File: src/rtl/ibuf_load_sched.sv
// ibuf_load_sched: splits one input-buffer fill job into successive axibus2rambus
// loader runs. It tracks DDR address, RAM offset and run index, and pulses O_done
// when the job ends.
// Optional feature: define IBUF_SCHED_PERF_EN to add the O_perf_cycles busy-cycle counter.
module ibuf_load_sched #(
    parameter int unsigned C_M_AXI_ADDR_WIDTH = 32,
    parameter int unsigned C_M_AXI_DATA_WIDTH = 128,
    parameter int unsigned C_RAM_ADDR_WIDTH   = 10,
    parameter int unsigned C_CNT_WIDTH        = 20
) (
    input  logic                          I_clk,
    input  logic                          I_rst_n,
    input  logic                          I_job_valid,
    output logic                          O_job_ready,
    input  logic [C_M_AXI_ADDR_WIDTH-1:0] I_job_ddr_addr,
    input  logic [C_CNT_WIDTH-1:0]        I_job_total,
    input  logic [C_RAM_ADDR_WIDTH-1:0]   I_job_burst,
    input  logic                          I_abort,
    output logic                          O_busy,
    output logic                          O_done,
    output logic                          O_ld_ap_start,
    output logic [C_M_AXI_ADDR_WIDTH-1:0] O_ld_base_addr,
    output logic [C_RAM_ADDR_WIDTH-1:0]   O_ld_len,
    input  logic                          I_ld_ap_done,
    output logic [C_RAM_ADDR_WIDTH-1:0]   O_ram_base,
`ifdef IBUF_SCHED_PERF_EN
    output logic [31:0]                   O_perf_cycles,
`endif
    output logic [15:0]                   O_burst_idx
);

    localparam int unsigned C_BEAT_BYTES = C_M_AXI_DATA_WIDTH / 8;

    typedef enum logic [2:0] {
        StIdle,
        StCalc,
        StStart,
        StWait,
        StGap,
        StDone
    } state_e;

    state_e state_q, state_d;

    // Second cycle of GAP when set
    logic gap_cnt_q, gap_cnt_d;

    // Job progress
    logic [C_M_AXI_ADDR_WIDTH-1:0] addr_q, addr_d;
    logic [C_CNT_WIDTH-1:0]        remaining_q, remaining_d;
    logic [C_RAM_ADDR_WIDTH-1:0]   burst_q, burst_d;
    logic [C_RAM_ADDR_WIDTH-1:0]   ram_base_q, ram_base_d;
    logic [15:0]                   burst_idx_q, burst_idx_d;

    // Registered loader-facing and handshake outputs
    logic [C_M_AXI_ADDR_WIDTH-1:0] ld_base_q, ld_base_d;
    logic [C_RAM_ADDR_WIDTH-1:0]   ld_len_q, ld_len_d;
    logic                          ld_start_q, ld_start_d;
    logic                          done_q, done_d;
    logic                          job_ready_q, job_ready_d;

    logic                          job_accept;
    logic                          abort_act;
    logic                          run_done;
    logic [C_RAM_ADDR_WIDTH-1:0]   len_sel;

    // job_ready_q is only ever set while the FSM sits in IDLE (and is low in the reset cycle)
    assign job_accept = I_job_valid && job_ready_q && (state_q == StIdle);
    assign abort_act  = I_abort && (state_q != StIdle);
    // Abort wins over a loader done arriving in the same cycle
    assign run_done   = (state_q == StWait) && I_ld_ap_done && !I_abort;

    // ------------------------------------------------------------------
    // FSM: state register
    always_ff @(posedge I_clk) begin
        if (!I_rst_n) begin
            state_q   <= StIdle;
            gap_cnt_q <= 1'b0;
        end else begin
            state_q   <= state_d;
            gap_cnt_q <= gap_cnt_d;
        end
    end

    // FSM: next-state logic
    always_comb begin
        state_d = state_q;
        if (abort_act) begin
            state_d = StIdle;
        end else begin
            unique case (state_q)
                StIdle:  if (job_accept) state_d = StCalc;
                StCalc:  state_d = (remaining_q == '0) ? StDone : StStart;
                StStart: state_d = StWait;
                StWait:  if (I_ld_ap_done) state_d = StGap;
                StGap:   if (gap_cnt_q) state_d = StCalc;
                StDone:  state_d = StIdle;
                default: state_d = StIdle;
            endcase
        end
        // Counts the two GAP cycles; clears whenever GAP is left or first entered
        gap_cnt_d = (state_q == StGap) && (state_d == StGap);
    end

    // FSM: output logic (next values of the registered outputs)
    always_comb begin
        // Start is a level held through START->WAIT and WAIT itself; drops on done or abort
        ld_start_d  = (state_d == StWait);
        done_d      = (state_q == StDone) && !abort_act;
        job_ready_d = (state_d == StIdle);
    end

    assign O_busy = (state_q != StIdle);

    // ------------------------------------------------------------------
    // Run length: min(remaining, burst); the compare is done at counter width
    always_comb begin
        if (remaining_q < C_CNT_WIDTH'(burst_q)) begin
            len_sel = C_RAM_ADDR_WIDTH'(remaining_q);
        end else begin
            len_sel = burst_q;
        end
    end

    // Datapath next-state: job latch, per-run setup in CALC, progress update on loader done
    always_comb begin
        addr_d      = addr_q;
        remaining_d = remaining_q;
        burst_d     = burst_q;
        ram_base_d  = ram_base_q;
        burst_idx_d = burst_idx_q;
        ld_base_d   = ld_base_q;
        ld_len_d    = ld_len_q;

        if (job_accept) begin
            addr_d      = I_job_ddr_addr;
            remaining_d = I_job_total;
            burst_d     = (I_job_burst == '0) ? C_RAM_ADDR_WIDTH'(1) : I_job_burst;
            ram_base_d  = '0;
            burst_idx_d = '0;
        end

        // Loader outputs only move here, while ap_start is low
        if ((state_q == StCalc) && !abort_act && (remaining_q != '0)) begin
            ld_len_d  = len_sel;
            ld_base_d = addr_q;
        end

        if (run_done) begin
            remaining_d = remaining_q - C_CNT_WIDTH'(ld_len_q);
            addr_d      = addr_q + C_M_AXI_ADDR_WIDTH'(ld_len_q) *
                                   C_M_AXI_ADDR_WIDTH'(C_BEAT_BYTES);
            // RAM offset wraps at the RAM address width
            ram_base_d  = ram_base_q + ld_len_q;
            burst_idx_d = burst_idx_q + 16'd1;
        end
    end

    // Datapath and output registers
    always_ff @(posedge I_clk) begin
        if (!I_rst_n) begin
            addr_q      <= '0;
            remaining_q <= '0;
            burst_q     <= '0;
            ram_base_q  <= '0;
            burst_idx_q <= '0;
            ld_base_q   <= '0;
            ld_len_q    <= '0;
            ld_start_q  <= 1'b0;
            done_q      <= 1'b0;
            job_ready_q <= 1'b0;
        end else begin
            addr_q      <= addr_d;
            remaining_q <= remaining_d;
            burst_q     <= burst_d;
            ram_base_q  <= ram_base_d;
            burst_idx_q <= burst_idx_d;
            ld_base_q   <= ld_base_d;
            ld_len_q    <= ld_len_d;
            ld_start_q  <= ld_start_d;
            done_q      <= done_d;
            job_ready_q <= job_ready_d;
        end
    end

    assign O_job_ready    = job_ready_q;
    assign O_done         = done_q;
    assign O_ld_ap_start  = ld_start_q;
    assign O_ld_base_addr = ld_base_q;
    assign O_ld_len       = ld_len_q;
    assign O_ram_base     = ram_base_q;
    assign O_burst_idx    = burst_idx_q;

`ifdef IBUF_SCHED_PERF_EN
    logic [31:0] perf_q, perf_d;

    // Busy-cycle counter: clears on accept, saturates, holds while idle
    always_comb begin
        perf_d = perf_q;
        if (job_accept) begin
            perf_d = '0;
        end else if (O_busy && (perf_q != '1)) begin
            perf_d = perf_q + 32'd1;
        end
    end

    // Busy-cycle counter register
    always_ff @(posedge I_clk) begin
        if (!I_rst_n) begin
            perf_q <= '0;
        end else begin
            perf_q <= perf_d;
        end
    end

    assign O_perf_cycles = perf_q;
`endif

endmodule
File: config.mk
export PLATFORM = sky130hd
export DESIGN_NAME = ibuf_load_sched
export DESIGN_NICKNAME = d
export VERILOG_FILES = /design/src/rtl/ibuf_load_sched.sv
export SDC_FILE = /design/constraint.sdc
export NUM_CORES = 1
export LEC_CHECK = 0
export CAP_MARGIN = 20
export CORE_MARGIN = 3
export CORE_UTILIZATION = 25
export CTS_CLUSTER_DIAMETER = 60
export DETAILED_ROUTE_END_ITERATION = 12
export SYNTH_ARGS = -nofsm -noshare
export SYNTH_HDL_FRONTEND = slang
export SYNTH_SLANG_ARGS = --single-unit
File: constraint.sdc
create_clock -name I_clk -period 2.9 [get_ports I_clk]
set_input_delay 0.435 -clock I_clk [delete_from_list [all_inputs] [get_ports I_clk]]
set_output_delay 0.435 -clock I_clk [all_outputs]
set_load 0.01 [all_outputs]
==> qor.yml <==
drt_iter0_drc: 514
grt_max_degree: 69
ant_nets: 0
synth_top_flop_cell: "dfxtp_1"
cp_cell_sequence: "inv_1 -> ha_1 -> a21oi_1 -> o21ai_0 -> a2111oi_0 -> o21ai_0 -> and3_1 -> o21a_1"
io_buffers: 138
grt.overflow.total: 0
grt_pass1_wl_um: 37600
post-dp-hpwl_um: 18300
swShare: 0.323
setup_ws_ns: 0.308
p_int_uw: 4000
seqPwrFrac: 0.361
synth_nets: 1043
cp.required_ns: 3.21
crit_top_cell: "o21ai_0"
num_io_pins: 139
setup_tns_ns: 0
n_antenna_cell: 0
path_delay_family: "compound AO/OA/AOI/OAI gates"
synthArstFlopShare: 0
fin_util: 0.343
drt-wirelength-per-cell_um: 16.9
start_util: 0.257
setup_viol_count_final: 0
design_area_mm2: 0.00999
rsz0062_at_grt: "no"
antenna_found_initial: 0
ys_types: 67
path_buf_inv: 1
cts_repair_resize_count: 0
vias_per_cell: 5.08
cts_root_buf: "clkbuf_16"
cts_sinks: 137
cp.arrival_ns: 2.90
slowest_stage: "a2111oi_0"
criticalPathCategory: "reg -> reg"
fin_skew_ns: 0.0134
dr.pass1.iters: 5
die_area_mm2: 0.0320
crit_path_start_kind: "flip-flop"
syn_to_final_growth_pct: 33.7
placed_area_mm2: 0.00938
num_rows: 62
cts_setup_buffers: 0
drt-total-wl_um: 24700
min_period_ns: 2.59
clock_path_buffers: 2
run_status: "finished clean"
drive_gt1_frac: 0.0796
clkSlewWorstSetupHoldPaths_ns: 0.06
final_common_cell: "nand2_1"
cts_made_buffers: 17
hp-class: "reg -> reg"
slew_violations: 0
num_vias: 7448
ys.warnings.count: 0
synth-seq-cells: 137
cp_max_fo: 5
cts_hold_buffers: 0
p_leak_uw: 0.00347
cts_tree: "yes"
yosysTopAreaCell: "dfxtp_1"
max_freq_mhz: 386
dp_slack_ns: 0.0785
synth.top_cell.area_share: 0.367
core_mm2: 0.0291
fp.dieW_um: 179
maxCapViolCount: 0
synth_edf_count: 0
postSynthCellCount: 934
hold_violations: 0
clk-insertion-delay-late_ns: 0.43
pwr-share-clk: 0.380
die_h_um: 179
ir_worst_vdd_uv: 382
final_cell_mix: "151 x nand2_1, 138 x clkdlybuf4s50_1, 137 x dfxtp_1, 94 x a21oi_1, 58 x nor2_1"
cts_htree_levels: 4
grt_util_all_layers: 0.150
yosys-top-cells-area: "dfxtp_1 37%, nand2_1 7.6%, ha_1 6.5%, a21oi_1 6.3%, a22oi_1 3.1%"
p_comb_frac: 0.259
cp-end-kind: "flip-flop"
layout.nets: 1177
slowest_delay_ns: 0.61
drc_errors: 0
place_congestion: 0.862
tightest_slew_ns: 0.680
p_per_area_mw_per_mm2: 592
p_sw_uw: 1910
first_global_vias: 6779
avgSynthCellArea_um2: 7.99
slew_headroom: 0.543
synth-seq-area-share: 0.367
synthesis.area_mm2: 0.00747
period_share: 0.894
## area by class of cell
class,instances,area [um^2]
Clock buffer,20,467
Clock inverter,12,141
Fill cell,3053,19100
Inverter,36,136
Multi-Input combinational cell,708,4390
Sequential cell,137,2740
Tap cell,384,480
Timing Repair Buffer,168,1630
## registers in the layout, indices dropped and copies added, names as in the netlist
name / flops
O_ld_base_addr: 32
addr_q: 32
remaining_q: 20
O_burst_idx: 16
O_ld_len: 10
O_ram_base: 10
burst_q: 10
state_q: 3
O_done: 1
O_job_ready: 1
O_ld_ap_start: 1
gap_cnt_q: 1
## cells by family (layout without fill, tap and decap cells)
| group | Yosys count | in the layout | synth area share |
|---|---|---|---|
| mux | 7 | 7 | 0.0104 |
| compound gates | 284 | 284 | 0.253 |
| buf+inv | 89 | 236 | 0.0479 |
| fa+ha+maj | 42 | 42 | 0.0734 |
| flops | 137 | 137 | 0.367 |
| simple gates | 355 | 355 | 0.225 |
| xor+xnor | 20 | 20 | 0.0235 |
## per-stage QoR
stage	hold WS, ns	power, uW	cells
CTS	0.454	5940	1465
finish	0.449	5910	1465
detailed placement	0.446	3690	1433
floorplan	0.432	3150	934
global route	0.467	6210	1465
global placement	0.442	3670	1432
## worst min-delay path, cell delays in order (launching register included)
cell and delay, ns:
dfxtp_1 0.31, nand2_1 0.05, a21oi_1 0.05
## routing by layer
metal | routed length, um | part of all wire | track usage
met2 | 11200 | 0.45 | 0.238
met5 | 0 | 0 | 0
met3 | 1450 | 0.058 | 0.0341
met4 | 236 | 0.0096 | 0.0321
met1 | 11800 | 0.48 | 0.209
## power groups by stage
| stage | Combinational [uW] | Sequential [uW] | Clock (uW) |
|---|---|---|---|
| floorplan | 1010 | 2130 | 0 |
| global placement | 1490 | 2170 | 0 |
| detailed placement | 1510 | 2170 | 0 |
| CTS | 1520 | 2130 | 2290 |
| global route | 1690 | 2150 | 2360 |
| finish | 1530 | 2130 | 2250 |
## cells in the mapped netlist (3+ instances only)
cell type,number
fa_1,3
nand2_1,151
clkbuf_1,36
xnor2_1,13
and3_1,11
o22ai_1,8
nor2_1,60
o21a_1,9
nor2b_1,8
ha_1,39
o21ai_0,34
buf_2,7
a21o_1,12
o221ai_1,4
o31a_1,3
nor3_1,19
buf_1,8
mux2_2,6
a21oi_1,94
o211ai_1,16
xor2_1,7
a311oi_1,11
a211oi_1,3
inv_1,35
nand2b_1,4
a221oi_1,5
a22oi_1,31
nor4_1,6
or4_1,7
a31oi_1,16
nand3_1,42
a31o_2,3
nand4_1,19
nand4b_1,5
dfxtp_1,137
a22o_1,8
or3_1,9
o311ai_0,5
## final timing paths
check / start / end / slack (ns) / depth (start not counted)
setup / recovery: O_ld_len[7]$_SDFFE_PN0P_ / remaining_q[11]$_SDFFE_PN0P_ / 0.31 / 8
hold / removal: addr_q[2]$_SDFFE_PN0P_ / O_ld_base_addr[2]$_SDFFE_PN0P_ / 0.45 / 2
hold reg to reg: addr_q[2]$_SDFFE_PN0P_ / O_ld_base_addr[2]$_SDFFE_PN0P_ / 0.45 / 2
setup reg to reg: O_ld_len[7]$_SDFFE_PN0P_ / remaining_q[11]$_SDFFE_PN0P_ / 0.31 / 8
No activity file was read; power rests on OpenSTA's default activity.
